<file path="config.mk">
export PLATFORM = sky130hd
export DESIGN_NAME = ir_nec_decoder
export DESIGN_NICKNAME = d
export VERILOG_FILES = /design/src/rtl/ir_nec_decoder.sv
export SDC_FILE = /design/constraint.sdc
export NUM_CORES = 1
export LEC_CHECK = 0
export BUFFER_PORTS_ARGS = -buffer_cell sky130_fd_sc_hd__buf_2
export CELL_PAD_IN_SITES_DETAIL_PLACEMENT = 1
export CELL_PAD_IN_SITES_GLOBAL_PLACEMENT = 1
export CORE_AREA = 2 2 103 105
export CTS_BUF_LIST = sky130_fd_sc_hd__clkbuf_8 sky130_fd_sc_hd__clkbuf_16
export CTS_CLUSTER_DIAMETER = 30
export DETAILED_ROUTE_END_ITERATION = 10
export DIE_AREA = 0 0 105 107
export GPL_TIMING_DRIVEN = 0
export MAX_ROUTING_LAYER = met4
export PLACE_DENSITY = 0.82
export SLEW_MARGIN = 20
export SYNTH_ARGS = -nofsm -noshare
export SYNTH_HDL_FRONTEND = slang
export SYNTH_SLANG_ARGS = --single-unit
</file>
<file path="constraint.sdc">
create_clock -name clock -period 7.36 [get_ports clock]
set_input_delay 1.104 -clock clock [delete_from_list [all_inputs] [get_ports clock]]
set_output_delay 1.104 -clock clock [all_outputs]
set_load 0.03 [all_outputs]
</file>
<file path="src/rtl/ir_nec_decoder.sv">
`timescale 1ns/1ps
// ir_nec_decoder: NEC IR receiver decoder producing {addr, cmd} words with valid/repeat/error strobes.
// Optional feature macro IR_NEC_REPEAT_EN: when defined, NEC repeat codes re-announce the stored word.
module ir_nec_decoder #(
    parameter int CLK_HZ = 50000000
) (
    input  logic        clock,
    input  logic        reset,
    input  logic        ir_rx,
    output logic [15:0] ir_word,
    output logic        ir_valid,
    output logic        ir_repeat,
    output logic        ir_err,
    output logic        busy
);

    localparam int DIV = CLK_HZ / 1000000;
    localparam int PW  = (DIV > 1) ? $clog2(DIV) : 1;

    localparam logic [13:0] WIDTH_SAT   = 14'd12000;
    localparam logic [13:0] LEAD_M_MIN  = 14'd8000;
    localparam logic [13:0] LEAD_M_MAX  = 14'd10000;
    localparam logic [13:0] LEAD_S_MIN  = 14'd4000;
    localparam logic [13:0] LEAD_S_MAX  = 14'd5000;
    localparam logic [13:0] REP_S_MIN   = 14'd1800;
    localparam logic [13:0] REP_S_MAX   = 14'd2700;
    localparam logic [13:0] BIT_M_MIN   = 14'd400;
    localparam logic [13:0] BIT_M_MAX   = 14'd750;
    localparam logic [13:0] ZERO_S_MIN  = 14'd400;
    localparam logic [13:0] ZERO_S_MAX  = 14'd750;
    localparam logic [13:0] ONE_S_MIN   = 14'd1400;
    localparam logic [13:0] ONE_S_MAX   = 14'd1950;

    typedef enum logic [2:0] {
        S_IDLE,
        S_LEAD_MARK,
        S_LEAD_SPACE,
        S_BIT_MARK,
        S_BIT_SPACE,
        S_TRAIL_MARK
    } state_t;

    logic          r_sync1;
    logic          r_sync2;
    logic          r_mark;
    logic          r_mark_prev;
    logic [PW-1:0] r_pre;
    logic [13:0]   r_width;
    state_t        r_state;
    logic [31:0]   r_shift;
    logic [4:0]    r_bit;
    logic          r_rep;
    logic [15:0]   r_word;
    logic          r_valid;
    logic          r_err;

    logic          w_rise;
    logic          w_fall;
    logic          w_edge;
    logic          w_tick;
    logic          w_zero_s;
    logic          w_one_s;
    logic          w_unused;

    function automatic logic inWin(input logic [13:0] w, input logic [13:0] lo, input logic [13:0] hi);
        return (w >= lo) && (w <= hi);
    endfunction

    // Pin idles high, so the synchronizer resets to 1 and mark (carrier present) starts at 0.
    always_ff @(posedge clock or posedge reset) begin
        if (reset) begin
            r_sync1     <= 1'b1;
            r_sync2     <= 1'b1;
            r_mark      <= 1'b0;
            r_mark_prev <= 1'b0;
        end else begin
            r_sync1     <= ir_rx;
            r_sync2     <= r_sync1;
            r_mark      <= ~r_sync2;
            r_mark_prev <= r_mark;
        end
    end

    assign w_rise = r_mark & ~r_mark_prev;
    assign w_fall = ~r_mark & r_mark_prev;
    assign w_edge = w_rise | w_fall;
    assign w_tick = (r_pre == PW'(DIV - 1));

    // Every edge restarts both the prescaler phase and the width, keeping width error below 1 us.
    always_ff @(posedge clock or posedge reset) begin
        if (reset) begin
            r_pre   <= '0;
            r_width <= '0;
        end else if (w_edge) begin
            r_pre   <= '0;
            r_width <= '0;
        end else if (w_tick) begin
            r_pre <= '0;
            if (r_width < WIDTH_SAT) begin
                r_width <= r_width + 14'd1;
            end
        end else begin
            r_pre <= r_pre + 1'b1;
        end
    end

    assign w_zero_s = inWin(r_width, ZERO_S_MIN, ZERO_S_MAX);
    assign w_one_s  = inWin(r_width, ONE_S_MIN, ONE_S_MAX);
    assign w_unused = &{1'b0, r_shift[15:8]};

`ifdef IR_NEC_REPEAT_EN
    logic r_have_word;
    logic r_repeat;
`endif

    always_ff @(posedge clock or posedge reset) begin
        if (reset) begin
            r_state <= S_IDLE;
            r_shift <= '0;
            r_bit   <= '0;
            r_rep   <= 1'b0;
            r_word  <= '0;
            r_valid <= 1'b0;
            r_err   <= 1'b0;
`ifdef IR_NEC_REPEAT_EN
            r_have_word <= 1'b0;
            r_repeat    <= 1'b0;
`endif
        end else begin
            r_valid <= 1'b0;
            r_err   <= 1'b0;
`ifdef IR_NEC_REPEAT_EN
            r_repeat <= 1'b0;
`endif
            case (r_state)
                S_IDLE: begin
                    if (w_rise) begin
                        r_state <= S_LEAD_MARK;
                    end
                end
                // A bad leader mark is treated as noise and never reported as an error.
                S_LEAD_MARK: begin
                    if (w_fall) begin
                        r_state <= inWin(r_width, LEAD_M_MIN, LEAD_M_MAX) ? S_LEAD_SPACE : S_IDLE;
                    end else if (r_width > LEAD_M_MAX) begin
                        r_state <= S_IDLE;
                    end
                end
                S_LEAD_SPACE: begin
                    if (w_rise) begin
                        if (inWin(r_width, LEAD_S_MIN, LEAD_S_MAX)) begin
                            r_state <= S_BIT_MARK;
                            r_bit   <= '0;
                            r_shift <= '0;
                            r_rep   <= 1'b0;
                        end else if (inWin(r_width, REP_S_MIN, REP_S_MAX)) begin
`ifdef IR_NEC_REPEAT_EN
                            r_state <= S_TRAIL_MARK;
                            r_rep   <= 1'b1;
`else
                            r_state <= S_IDLE;
`endif
                        end else begin
                            r_state <= S_IDLE;
                            r_err   <= 1'b1;
                        end
                    end else if (r_width > LEAD_S_MAX) begin
                        r_state <= S_IDLE;
                        r_err   <= 1'b1;
                    end
                end
                S_BIT_MARK: begin
                    if (w_fall) begin
                        if (inWin(r_width, BIT_M_MIN, BIT_M_MAX)) begin
                            r_state <= S_BIT_SPACE;
                        end else begin
                            r_state <= S_IDLE;
                            r_err   <= 1'b1;
                        end
                    end else if (r_width > BIT_M_MAX) begin
                        r_state <= S_IDLE;
                        r_err   <= 1'b1;
                    end
                end
                // Bits arrive LSB first, so each new bit enters at the top and shifts down.
                S_BIT_SPACE: begin
                    if (w_rise) begin
                        if (w_zero_s || w_one_s) begin
                            r_shift <= {w_one_s, r_shift[31:1]};
                            r_bit   <= r_bit + 5'd1;
                            r_state <= (r_bit == 5'd31) ? S_TRAIL_MARK : S_BIT_MARK;
                        end else begin
                            r_state <= S_IDLE;
                            r_err   <= 1'b1;
                        end
                    end else if (r_width > ONE_S_MAX) begin
                        r_state <= S_IDLE;
                        r_err   <= 1'b1;
                    end
                end
                S_TRAIL_MARK: begin
                    if (w_fall) begin
                        r_state <= S_IDLE;
                        if (!inWin(r_width, BIT_M_MIN, BIT_M_MAX)) begin
                            r_err <= 1'b1;
                        end else if (r_rep) begin
`ifdef IR_NEC_REPEAT_EN
                            if (r_have_word) begin
                                r_valid  <= 1'b1;
                                r_repeat <= 1'b1;
                            end
`endif
                        end else if (r_shift[23:16] == ~r_shift[31:24]) begin
                            r_word  <= {r_shift[7:0], r_shift[23:16]};
                            r_valid <= 1'b1;
`ifdef IR_NEC_REPEAT_EN
                            r_have_word <= 1'b1;
`endif
                        end else begin
                            r_err <= 1'b1;
                        end
                    end else if (r_width > BIT_M_MAX) begin
                        r_state <= S_IDLE;
                        r_err   <= 1'b1;
                    end
                end
                default: begin
                    r_state <= S_IDLE;
                end
            endcase
        end
    end

    assign ir_word  = r_word;
    assign ir_valid = r_valid;
    assign ir_err   = r_err;
    assign busy     = (r_state != S_IDLE);
`ifdef IR_NEC_REPEAT_EN
    assign ir_repeat = r_repeat;
`else
    assign ir_repeat = 1'b0;
`endif

endmodule

</file>
==> results.toml <==
[logic_synthesis]
synth-main-ff-cell = "dfrtp_1"
synthMostInstantiatedCell = "dfrtp_1"
post-synth-top-area-fraction_pct = 45.2
synth.yosys.seq_area_share_pct = 46.3
synth-edff-count = 0
synth.ff_latch_count = 82
synth_area_per_cell_um2 = 10.2
synth_top_cell_by_area = "dfrtp_1"
yosys-top-cells-count = "80 x dfrtp_1, 54 x nand2_1, 44 x inv_1"
post_synth_main_area_contributors = "dfrtp_1 45%, mux2i_1 7.5%, nand2_1 4.6%, inv_1 3.7%, xnor2_1 3.6%"
synthCells = 435
post_synth_instance_area_um2 = 4430
postSynthNetCount = 446
synthesis.yosys.warnings = 0
ys_async_sr_fraction_pct = 100
ys_types = 62

[final_layout]
flow.area_growth_from_synthesis_pct = 12.6
final_core_util_pct = 49.4
num-nets-final = 479
stdcell_count = 609
post_route_cells_drive_above_1_share_pct = 19.0
antennaDiodeCount = 0

[power]
power_switching_uw = 224
power.leakage_nw = 2.44
irDropWorstVdd_v = 0.000103
switching_share_pct = 23.9
pwr-share-clk_pct = 43.7
part_of_the_power_in_combinational_logic_pct = 7.2
power.internal_uw = 714
power.density_nw_per_um2 = 188
total_power_uw = 938
portion_of_total_power_attributed_to_sequential_cells_pct = 49.1

[min_path]
hold_path.startpoint = "r_sync1$_DFF_PP1_"
hold_class = "reg2reg"
whs_path_depth = 0
min_to = "r_sync2$_DFF_PP1_"

[global_route]
grt_pass1_wl_um = 17200
number_of_global_route_vias_before_repair = 3522
grt_remaining_overflow = 0
overall_fraction_of_global_route_tracks_in_use_pct = 20.0
grt_start_max_net_pins = 46
grt_antenna_before_repair = 0

[clock_tree]
cts_repair_resize_count = 0
cts_max_level = 3
clkLatencyLatePin_ps = 360
tritoncts_clock_tree = "built"
cts_inserted_buffers = 9
cts.sinks = 82
post-cts-setup-buffer-count = 0
cts_hold_buffers = 0
cts-root-to-sink-buffers = 2
cts.reportedPaths.clkPinSlew_ps = 90
cts_root_buf = "clkbuf_8"

[sta]
final_period_minus_worst_setup_slack_ps = 2630
worst_slew_margin_rel_pct = 57.4
max_freq_mhz = 380
finalSetupTns_ps = 0
worst-slew-pin-transition_ps = 634
maxSlewViolCount = 0
clk_skew_ps = 14.6
fin_ws_ps = 4730
final_count_of_negative_setup_slack_endpoints = 0
final-hold-violation-count = 0
timing.final.crit_share_pct = 35.8
setup_repair_after_global_routing_missed_its_margin = "no"

[placement]
gpl.final_weighted_congestion = 0.901
place_inst = 593
hpwlAfterDp_um = 7110
numPortBuffers = 21
pre_cts_ws_ps = 4690

[floorplanning]
die_height_um = 107
die_w_um = 105
dieArea_um2 = 11200
fp.coreArea_um2 = 10100
core.rowCount = 37
initial_core_util_pct = 43.9
design.portCount = 23

[drt]
top_layer = "met4"
wl_um = 10000
routed_wire_length_per_instance_um = 16.5
wl_met3_um = 311
drc = 0
route.detailed.vias_per_inst = 5.33
drt_pre_antenna_iters = 4
met2_wirelength_um = 4810
vias = 3243
postRouteAntennaNets = 0
detail_route.iter0.violations = 102
wirelength_met1_um = 4620

[critical_path]
r2r_cells = 8
timing.rr.start = "r_width[12]$_DFFE_PP0P_"
worst_setup_path_start_kind = "register"
highest_fanout_seen_on_the_critical_path = 10
setup.worst_path.end_class = "register"
setup.worst_path.class = "reg2reg"
worst_r2r_endpoint = "ir_word[2]$_DFFE_PP0P_"
cp.arrival_ps = 2880
rrSetupSlack_ps = 4730
crit_required_ps = 7610

[run]
max-cap-violations = 0

[outcome]
run_status = "finished, final reports clean"
==> kinds of logic after synthesis <==
group                    count (synthesis)  share of synthesized area (%)
flip-flops                              82                           46.3
buffers and inverters                   69                           7.39
adder cells (fa/ha/maj)                  8                           2.26
AO/OA/AOI/OAI                           52                           8.55
multiplexers                            51                           12.8
other                                    1                         0.0846
AND/OR/NAND/NOR                        150                           18.2
XOR/XNOR                                22                           4.35
==> cell type report <==
class                      instances  area (µm²)
fill                            1160        5100
clock buffer                      10         138
tap                              136         170
clock inverter                     6         114
buffer                            25         163
multi-input combinational        284        2050
timing repair buffer              22         133
sequential                        82        2050
inverter                          44         168
==> power groups by stage <==
stage               registers, mW  clock network [mW]  logic, mW
floorplan                   0.469                   0     0.0478
global placement            0.469                   0     0.0614
detailed placement          0.470                   0     0.0683
CTS                         0.461               0.421     0.0681
global route                0.462               0.436     0.0767
finish                      0.461               0.410     0.0670
==> critical path, cell delays in order (launching register included) <==
cell and delay, ps:
dfrtp_1 360, buf_2 190, nor4_4 270, o311a_1 210, a21o_2 190, nand2_4 90, nor4_4 610, buf_6 270
mux2_4 320
==> worst max-delay path by stage <==
stage | from | endpoint | slack, ps
5_1_grt | r_width[12]$_DFFE_PP0P_ | ir_word[15]$_DFFE_PP0P_ | 4610
6_report | r_width[12]$_DFFE_PP0P_ | ir_word[2]$_DFFE_PP0P_ | 4730
3_5_place_dp | r_width[12]$_DFFE_PP0P_ | ir_word[15]$_DFFE_PP0P_ | 4690
3_3_place_gp | reset | ir_word[6]$_DFFE_PP0P_ | 3130
2_1_floorplan | reset | ir_err$_DFF_PP0_ | 4150
4_1_cts | r_width[12]$_DFFE_PP0P_ | ir_word[2]$_DFFE_PP0P_ | 4720
==> per-stage QoR <==
stage	hold WS, ps	cell area (µm²)
global route	362	4990
floorplan	345	4430
finish	364	4990
CTS	367	4990
global placement	348	4710
detailed placement	356	4740
==> sequential cells by signal, indices dropped and copies added, names as in the netlist <==
signal       flops
r_width         14
ir_word         16
r_sync2          1
r_bit            5
r_state          3
r_shift         32
r_sync1          1
r_mark_prev      1
r_mark           1
ir_err           1
r_pre            6
ir_valid         1
==> layout by cell type, fill, tap and decap left out, types with 4 or more instances in the layout <==
cell type,Yosys,routed
dfrtp_1,80,80
nor3_1,8,8
buf_2,7,28
clkbuf_8,0,10
nand3_1,10,10
buf_6,6,6
a31oi_1,5,5
mux2_2,9,9
a21oi_1,6,6
nor2_1,28,28
mux2_4,9,9
inv_1,44,44
o21ai_0,7,7
buf_4,4,4
xor2_1,4,4
nand2b_1,4,4
and2_1,10,10
clkbuf_1,8,8
mux2i_1,33,33
nand4_1,8,8
nand2_1,54,54
xnor2_1,18,18
nor2b_1,7,7
o21a_1,4,4
ha_1,8,8
==> per-layer routing <==
| layer | vias to the layer above | track usage [%] |
|---|---|---|
| met5 | - | - |
| met4 | 0 | 9.81 |
| met3 | 23 | 3.22 |
| met2 | 60 | 32.4 |
| met1 | 1636 | 24.6 |
| li1 | 1524 | - |
(Power assumes the default switching activity.)
